File: src/rtl/thermo_ramp_ctrl_pkg.sv
// rtl/thermo_ramp_ctrl_pkg.sv - shared constants (thermo_defs): state encodings and prescaler width helper
package thermo_ramp_ctrl_pkg;

  typedef enum logic [1:0] {
    ST_IDLE = 2'd0,
    ST_UP   = 2'd1,
    ST_DOWN = 2'd2
  } state_t;

  // Prescaler width: max(1, clog2(div)); the prescaler only ever holds 0..div-1.
  function automatic int presc_width(input int div);
    int w;
    w = 0;
    for (int i = 0; i < 31; i++) begin
      if ((1 << w) < div) w = w + 1;
    end
    return (w < 1) ? 1 : w;
  endfunction

endpackage

File: src/rtl/thermo_ramp_ctrl_if.sv
// rtl/thermo_ramp_ctrl_if.sv - target request valid/ready handshake bundle
interface thermo_ramp_ctrl_if #(
  parameter int K = 3
);

  logic         tgt_valid;
  logic [K-1:0] tgt_level;
  logic         tgt_ready;

  // The control source drives the request; the ramp controller answers with ready.
  modport master (output tgt_valid, output tgt_level, input tgt_ready);
  modport slave  (input tgt_valid, input tgt_level, output tgt_ready);

endinterface

File: src/rtl/thermo_ramp_ctrl_encoder.sv
// rtl/thermo_ramp_ctrl_encoder.sv - thermometer_encoder: binary level to thermometer code
module thermometer_encoder #(
  parameter int K = 3,
  parameter int W = 7
) (
  input  logic [K-1:0] level,
  output logic [W-1:0] q
);

  // Bit i is set exactly when i is below the level, so the code fills from bit 0 upward.
  always_comb begin
    q = '0;
    for (int i = 0; i < W; i++) begin
      q[i] = (i < int'(level));
    end
  end

endmodule

File: src/rtl/thermo_ramp_ctrl.sv
// rtl/thermo_ramp_ctrl.sv - ramp controller stepping level toward a target; option macro THERMO_RAMP_RETARGET_EN
module thermo_ramp_ctrl
  import thermo_ramp_ctrl_pkg::*;
#(
  parameter int K   = 3,
  parameter int W   = 7,
  parameter int DIV = 4
) (
  input  logic                clk,
  input  logic                rst_n,
  thermo_ramp_ctrl_if.slave   tgt,
  output logic [K-1:0]        level,
  output logic [W-1:0]        q,
  output logic                busy,
  output logic                done
);

  localparam int            PW   = presc_width(DIV);
  localparam logic [PW-1:0] PMAX = PW'(DIV - 1);

  state_t         state, state_n;
  logic [K-1:0]   target, target_n;
  logic [K-1:0]   level_n;
  logic [PW-1:0]  presc, presc_n;
  logic           done_n;
  logic           accept;

  // Ready policy: with retargeting a new request may land mid-ramp, otherwise only when idle.
`ifdef THERMO_RAMP_RETARGET_EN
  assign tgt.tgt_ready = 1'b1;
`else
  assign tgt.tgt_ready = (state == ST_IDLE);
`endif

  assign accept = tgt.tgt_valid & tgt.tgt_ready;
  assign busy   = (state != ST_IDLE);

  // Next-state: advance the ramp first, then let an accepted request override direction.
  always_comb begin
    state_n  = state;
    target_n = target;
    presc_n  = presc;
    level_n  = level;
    done_n   = 1'b0;

    if (state != ST_IDLE) begin
      if (presc == PMAX) begin
        presc_n = '0;
        level_n = (state == ST_UP) ? level + K'(1) : level - K'(1);
        if (level_n == target) begin
          state_n = ST_IDLE;
          done_n  = 1'b1;
        end
      end else begin
        presc_n = presc + PW'(1);
      end
    end

    if (accept) begin
      target_n = tgt.tgt_level;
`ifdef THERMO_RAMP_RETARGET_EN
      // A mid-ramp retarget keeps the running prescaler so step cadence is unchanged.
      if (state == ST_IDLE) presc_n = '0;
`else
      presc_n = '0;
`endif
      // Compare against the level after any step taken on this same edge.
      if (tgt.tgt_level > level_n) begin
        state_n = ST_UP;
        done_n  = 1'b0;
      end else if (tgt.tgt_level < level_n) begin
        state_n = ST_DOWN;
        done_n  = 1'b0;
      end else begin
        state_n = ST_IDLE;
        done_n  = 1'b1;
      end
    end
  end

  // State, target, prescaler, level and done pulse registers.
  always_ff @(posedge clk or negedge rst_n) begin
    if (!rst_n) begin
      state  <= ST_IDLE;
      target <= '0;
      presc  <= '0;
      level  <= '0;
      done   <= 1'b0;
    end else begin
      state  <= state_n;
      target <= target_n;
      presc  <= presc_n;
      level  <= level_n;
      done   <= done_n;
    end
  end

  thermometer_encoder #(
    .K (K),
    .W (W)
  ) u_enc (
    .level (level),
    .q     (q)
  );

endmodule
File: src/flat_wrapper.sv
// flat-port wrapper written by rule: the top's interface ports become plain ports
module thermo_ramp_ctrl_flat import thermo_ramp_ctrl_pkg::*;
#(
  parameter int K   = 3,
  parameter int W   = 7,
  parameter int DIV = 4
)
  (clk, rst_n, level, q, busy, done, tgt_tgt_valid, tgt_tgt_level, tgt_tgt_ready);
  thermo_ramp_ctrl_if #(.K(K)) tgt_i ();
  input  logic clk;
  input  logic rst_n;
  output logic [K-1:0] level;
  output logic [W-1:0] q;
  output logic busy;
  output logic done;
  input wire logic [$bits(tgt_i.tgt_valid)-1:0] tgt_tgt_valid;
  input wire logic [$bits(tgt_i.tgt_level)-1:0] tgt_tgt_level;
  output wire logic [$bits(tgt_i.tgt_ready)-1:0] tgt_tgt_ready;
  assign tgt_i.tgt_valid = tgt_tgt_valid;
  assign tgt_i.tgt_level = tgt_tgt_level;
  assign tgt_tgt_ready = tgt_i.tgt_ready;
  thermo_ramp_ctrl #(.K(K), .W(W), .DIV(DIV)) u_core (.clk(clk), .rst_n(rst_n), .tgt(tgt_i), .level(level), .q(q), .busy(busy), .done(done));
endmodule
File: config.mk
export PLATFORM = sky130hd
export DESIGN_NAME = thermo_ramp_ctrl_flat
export DESIGN_NICKNAME = d
export VERILOG_FILES = /design/src/rtl/thermo_ramp_ctrl_pkg.sv /design/src/rtl/thermo_ramp_ctrl_if.sv /design/src/rtl/thermo_ramp_ctrl_encoder.sv /design/src/rtl/thermo_ramp_ctrl.sv /design/src/flat_wrapper.sv
export SDC_FILE = /design/constraint.sdc
export NUM_CORES = 1
export LEC_CHECK = 0
export ABC_AREA = 1
export BUFFER_PORTS_ARGS = -buffer_cell sky130_fd_sc_hd__clkbuf_2
export CORE_AREA = 2 2 42 44
export DETAILED_ROUTE_END_ITERATION = 10
export DIE_AREA = 0 0 44 46
export PLACE_DENSITY = 0.7
export SYNTH_ARGS = -nofsm -noshare
export SYNTH_HDL_FRONTEND = slang
export SYNTH_HIERARCHICAL = 1
export SYNTH_SLANG_ARGS = --single-unit
File: constraint.sdc
create_clock -name clk -period 2.3 [get_ports clk]
set_input_delay 0.46 -clock clk [delete_from_list [all_inputs] [get_ports clk]]
set_output_delay 0.46 -clock clk [all_outputs]
set_load 0.02 [all_outputs]
==> results.yml, run 1 <==
outcome:
  status: "completed"
logic_synthesis:
  netlist_area_um2: 742
  synth_seq_cells: 11
  ys_warn_count: 6
  synth.net_count: 105
  yosysSeqAreaShare_pct: 37.1
  synth_cell_types: 21
  avgSynthCellArea_um2: 7.89
  synthCells: 94
cells_and_area:
  area_growth_pct: 20.9
  num-nets-final: 130
  fin_util_pct: 55.6
  design_area_um2: 897
  diodes: 0
  fin_cells: 135
  drive_gt1_share_pct: 37.3
clocking:
  holdBufCountCts: 0
  clk_latency_ps: 270
  cts_buffers: 3
  clockBufferDepth: 2
  ctsHtreeMaxLevel: 1
  cts_num_sinks: 11
  cts_tree: "done"
  clkTransAtPathRegs_ps: 70
  cts-root-buf: "clkbuf_4"
timing:
  timing.final.max_slew_violations: 0
  fin_crit_ps: 2150
  holdWs_ps: 50.8
  skew_ps: 7.73
  fin_crit_sh_pct: 93.4
  hold_viol: 0
  setup_tns_ps: 0
  rsz0062_at_grt: "no"
  tightest_slew_ps: 272
  timing.fmax_mhz: 465
  slew_headroom_pct: 81.9
  setup_viol: 0
worst_setup_path:
  ff2ff_setup_slack_ps: 150
  cpMaxStageDelayCell: "dfrtp_1"
  crit_fanout: 3
  endpoint_kind: "flop"
  setup.worst_path.start_class: "flop"
  critPathTopFamily: "adder cells"
  arrival_ps: 2310
  rr_endpoint: "u_core/done"
  reg2regPathDepth: 13
  path_buf_inv: 2
  cp.required_ps: 2460
  cpMostUsedCell: "nand2_1"
  worst_path_largest_cell_delay_ps: 380
  path_cells: "inv_1, nor2_2, fa_2, inv_1, nand2_1, nand3_2, nand2_2, o21ai_2, ha_1, a31oi_1, nand2_1, nand2_1, o21ai_1"
  critPathKind: "flop to flop"
  worstReg2RegStart: "u_core/state[0]"
global_route:
  antenna_found_initial: 0
  grt_overflow_total: 0
  grt_pass1_wl_um: 2240
  track_usage_pct: 16.3
  grt_pass1_vias: 542
  grt_max_degree: 12
place:
  hpwl_um: 1120
  place_area_um2: 861
  dp_cells: 130
  gp_congestion: 0.809
  portBuffers: 18
routing:
  wl_per_cell_um: 10.0
  drc_errors: 0
  vias_per_cell: 4.65
  vias: 628
  antenna_left: 0
  dr.first_iter.drc_count: 8
  dr.pass1.iters: 4
  postRouteWirelength_um: 1350
pwr:
  ir_worst_vdd_uv: 668
  switching_share_pct: 50.8
  internal_power_mw: 0.735
  pwr-share-comb_pct: 67.4
  p_leak_nw: 0.508
  power.density_nw_per_um2: 1670
  clockPowerShare_pct: 8.7
  seqPwrFrac_pct: 23.9
  switching_power_mw: 0.761
die:
  initial_core_util_pct: 46.0
  rows: 15
  die_x_um: 44
  dieArea_um2: 2020
  core_um2: 1610
  die_h_um: 46
  pin_count: 19
worst_hold_path:
  worstHoldPathType: "primary input to asynchronous set/reset pin"
run:
  maxCapViolCount: 0
==> layout by cell type (no fill, tap or decap) <==
cell type,n
nand2_1,24
clkbuf_2,18
inv_1,17
dfrtp_1,11
nor2_2,5
inv_2,4
nand2_2,4
nand3_1,4
nor2_1,4
ha_1,4
clkbuf_4,3
buf_4,3
nand3_2,3
o21ai_1,3
o21ai_2,2
clkbuf_1,1
xor2_1,1
a31oi_1,1
nor2_8,1
xnor2_1,1
a21oi_1,1
o22a_1,1
a22o_1,1
fa_2,1
==> metrics by stage <==
| stage | setup WS [ps] | total power, mW |
|---|---|---|
| detailed placement | 55.2 | 1.36 |
| CTS | 46.6 | 1.50 |
| floorplan | 20.3 | 1.12 |
| global placement | 119 | 1.32 |
| finish | 151 | 1.50 |
| global route | 28.8 | 1.65 |
==> repair_timing <==
action | in CTS | in global routing
resized for setup | 0 | 1
setup buffers | 0 | 1
setup endpoints to repair | 0 | 2
==> worst reg2reg max path, cell delays in order (launching register included) <==
cell     delay, ps
dfrtp_1        380
inv_1           70
nor2_2          50
fa_2           370
inv_1           80
nand2_1         60
nand3_2         90
nand2_2         60
o21ai_2        150
ha_1           280
a31oi_1        220
nand2_1        100
nand2_1         70
o21ai_1         50
==> routing by layer <==
layer  vias to the layer above  wire length [um]  global-route usage (%)  part of all wire (%)
met5                         -                 0                       0                     0
met4                         0                18                    12.7                   1.3
met3                         2                71                    3.57                   5.3
met2                        18               645                    24.7                    48
met1                       275               613                    20.0                    45
li1                        333                 -                       -                     -
==> registers in the layout, summed over array words and instances, names as in the netlist <==
register,flops
u_core/target,3
u_core/done,1
u_core/state,2
u_core/presc,2
u_core/level,3
==> how the worst max path moves through the flow <==
| stage | startpoint | end | slack, ps | cells past startpoint |
|---|---|---|---|---|
| final | u_core/state[0] | u_core/done | 150 | 13 |
| after global placement | u_core/level[1] | u_core/state[0] | 120 | 12 |
| after floorplan | u_core/level[0] | u_core/state[0] | 20 | 12 |
| after global routing | u_core/state[0] | u_core/state[0] | 30 | 13 |
| after detailed placement | u_core/level[1] | u_core/state[0] | 60 | 12 |
| after CTS | u_core/level[1] | u_core/state[0] | 50 | 12 |
==> cell usage after synthesis <==
master | number | area (um2)
nand3_1 | 4 | 20.0
inv_2 | 4 | 15.0
nand2_2 | 4 | 25.0
ha_1 | 4 | 50.1
buf_4 | 1 | 7.51
inv_1 | 17 | 63.8
xor2_1 | 1 | 8.76
nor2_8 | 1 | 20.0
nand2_1 | 24 | 90.1
nor2_2 | 5 | 31.3
nor2_1 | 4 | 15.0
a31oi_1 | 1 | 6.26
o21ai_2 | 2 | 17.5
o21ai_1 | 3 | 15.0
nand3_2 | 3 | 30.0
o22a_1 | 1 | 8.76
fa_1 | 1 | 20.0
a21oi_1 | 1 | 5.00
dfrtp_1 | 11 | 275
xnor2_1 | 1 | 8.76
a22o_1 | 1 | 8.76
==> cell type report <==
class,instances,area [um2]
clock buffers,4,26.3
fillers,162,717
inverters,21,78.8
multi-input cells,61,383
flip-flops and latches,11,275
well taps,17,21.3
repair buffers,21,113
==> power by group through the flow <==
stage | combinational, mW | sequential, mW | clock [mW]
floorplan | 0.705 | 0.410 | 0
global placement | 0.959 | 0.366 | 0
detailed placement | 0.987 | 0.371 | 0
CTS | 0.995 | 0.367 | 0.136
global route | 1.12 | 0.372 | 0.149
finish | 1.01 | 0.358 | 0.130
==> cell families (layout without fill, tap and decap cells) <==
family | Yosys count | in the layout | share of synthesized area (%)
compound gates | 9 | 9 | 8.26
xor+xnor | 2 | 2 | 2.36
fa+ha+maj | 5 | 5 | 9.44
buf+inv | 22 | 46 | 11.6
flops | 11 | 11 | 37.1
simple gates | 45 | 45 | 31.2
No activity file was read; power rests on OpenSTA's default activity.
==> run 2, diff against run 1 <==
--- a/config.mk
+++ b/config.mk
@@ -5,12 +5,12 @@
 export SDC_FILE = /design/constraint.sdc
 export NUM_CORES = 1
 export LEC_CHECK = 0
-export ABC_AREA = 1
+export ABC_AREA = 0
 export BUFFER_PORTS_ARGS = -buffer_cell sky130_fd_sc_hd__clkbuf_2
-export CORE_AREA = 2 2 42 44
+export CORE_AREA = 2 2 41 43
 export DETAILED_ROUTE_END_ITERATION = 10
-export DIE_AREA = 0 0 44 46
-export PLACE_DENSITY = 0.7
+export DIE_AREA = 0 0 43 45
+export PLACE_DENSITY = 0.68
 export SYNTH_ARGS = -nofsm -noshare
 export SYNTH_HDL_FRONTEND = slang
 export SYNTH_HIERARCHICAL = 1
==> results.yml, run 2 <==
outcome:
  status: "completed"
clocking:
  cts_num_sinks: 11
  cts_tree: "done"
  ctsHtreeMaxLevel: 1
  clockBufferDepth: 2
  cts-root-buf: "clkbuf_4"
  clkTransAtPathRegs_ps: 70
  cts_buffers: 3
  clk_latency_ps: 260
global_route:
  track_usage_pct: 16.1
  antenna_found_initial: 0
  grt_pass1_wl_um: 2160
  grt_max_degree: 12
  grt_pass1_vias: 503
  grt_overflow_total: 0
timing:
  setup_viol: 0
  hold_viol: 0
  timing.final.max_slew_violations: 0
  tightest_slew_ps: 474
  skew_ps: 0.771
  slew_headroom_pct: 68.2
  fin_crit_sh_pct: 97.9
  timing.fmax_mhz: 444
  fin_crit_ps: 2250
worst_hold_path:
  worstHoldPathType: "primary input to asynchronous set/reset pin"
logic_synthesis:
  avgSynthCellArea_um2: 10.3
  yosysSeqAreaShare_pct: 41.0
  synth_edf_count: 0
  synth_seq_cells: 11
  synth_commonest_cells: "dfrtp_1 (11), nand2_1 (8), o21ai_0 (6), inv_1 (5)"
  synth.net_count: 76
  synthFlopType: "dfrtp_1"
  netlist_area_um2: 672
  synth_top_cell_by_area: "dfrtp_1"
  synthCells: 65
  ys_warn_count: 6
  synth_top_cell_area_share_pct: 41.0
  synth.most_common_cell: "dfrtp_1"
  synth_cell_types: 25
  async_flop_share_pct: 100
  synth_area_leaders: "dfrtp_1 (41%), ha_1 (7.4%), xnor2_1 (5.2%)"
worst_setup_path:
  path_cells: "nor2b_4, fa_2, xnor2_1, nor2_2, xnor2_1, ha_1, nand2_1, o21ai_2, nand2_1, o32ai_1"
  critPathTopFamily: "adder cells"
  critPathKind: "flop to flop"
  cp.required_ps: 2440
  arrival_ps: 2390
  cpMaxStageDelayCell: "dfrtp_1"
  setup.worst_path.start_class: "flop"
  endpoint_kind: "flop"
  path_buf_inv: 0
  crit_fanout: 3
  worst_path_largest_cell_delay_ps: 380
die:
  die_x_um: 43
  initial_core_util_pct: 45.7
  die_h_um: 45
  core_um2: 1470
  rows: 14
  pin_count: 19
  dieArea_um2: 1940
run:
  maxCapViolCount: 0
cells_and_area:
  final_common_cell: "clkbuf_2"
  diodes: 0
  drive_gt1_share_pct: 41.6
  num-nets-final: 101
  layout_common_cells: "clkbuf_2 (18), dfrtp_1 (10), nand2_1 (8), inv_1 (5)"
  design_area_um2: 841
  area_growth_pct: 25.1
  reg.largest.list: "u_core/level x3, u_core/target x3"
place:
  gp_congestion: 0.863
  place_area_um2: 798
  portBuffers: 18
  hpwl_um: 989
routing:
  postRouteWirelength_um: 1300
  drc_errors: 0
  vias: 545
  vias_per_cell: 5.19
  antenna_left: 0
  dr.pass1.iters: 5
  dr.first_iter.drc_count: 18
  wl_per_cell_um: 12.4
[run 2: per-stage QoR]
| step | cells | hold WS (ps) | TNS, ps | worst slack, ps | utilization, % |
|---|---|---|---|---|---|
| after floorplan | 65 | 164 | 0 | 45.4 | - |
| after global placement | 101 | 351 | 0 | 3.55 | 54.3 |
| after detailed placement | 101 | 352 | -65.0 | -65.0 | 54.3 |
| after CTS | 105 | 58.4 | 0 | 0.717 | 56.0 |
| after global routing | 105 | 64.1 | -14.3 | -14.3 | 57.1 |
| final | 105 | 54.9 | 0 | 49.0 | 57.1 |
[run 2: timing repair]
action                     4_1_cts  5_1_grt
gates resized for setup          1        7
hold buffers                     0        0
setup endpoints to repair        2        3
setup buffers                    0        0
pin swaps                        0        2
[run 2: cell type report]
class	instances	area (um2)
Inverter	5	18.8
Fill cell	122	631
Timing Repair Buffer	21	113
Tap cell	16	20.0
Sequential cell	11	277
Multi-Input combinational cell	48	387
Clock buffer	4	26.3
[run 2: cells by family after synthesis]
| family | after synthesis | synth area share [%] |
|---|---|---|
| multiplexers | 3 | 5.03 |
| AO/OA/AOI/OAI | 11 | 10.1 |
| XOR/XNOR | 8 | 12.5 |
| AND/OR/NAND/NOR | 21 | 17.1 |
| adder cells (fa/ha/maj) | 5 | 10.4 |
| flip-flops | 11 | 41.0 |
| buffers and inverters | 6 | 3.91 |
[run 2: metal layers]
layer | track usage (%) | vias up | wire length (um)
met5 | 0 | - | 0
met4 | 11.5 | 0 | 15
met3 | 4.80 | 2 | 57
met2 | 26.4 | 19 | 655
met1 | 18.0 | 252 | 569
li1 | - | 272 | -
[run 2: path summary, 6_finish.rpt]
check | startpoint | endpoint | slack [ps] | cells after the start
max | u_core/state[0] | u_core/done | 50 | 10
min | rst_n | u_core/target[2] | 50 | 1
max reg2reg | u_core/state[0] | u_core/done | 50 | 10
min reg2reg | u_core/presc[0] | u_core/presc[0] | 500 | 1
max in group asynchronous | rst_n | u_core/level[0] | 2010 | 1
min in group clk | tgt_tgt_level[0] | u_core/target[0] | 440 | 2
Power of run 2 is left out: the tool's default activity adds up to more than one toggle a clock period on the data nets, which glitch-free logic cannot reach.
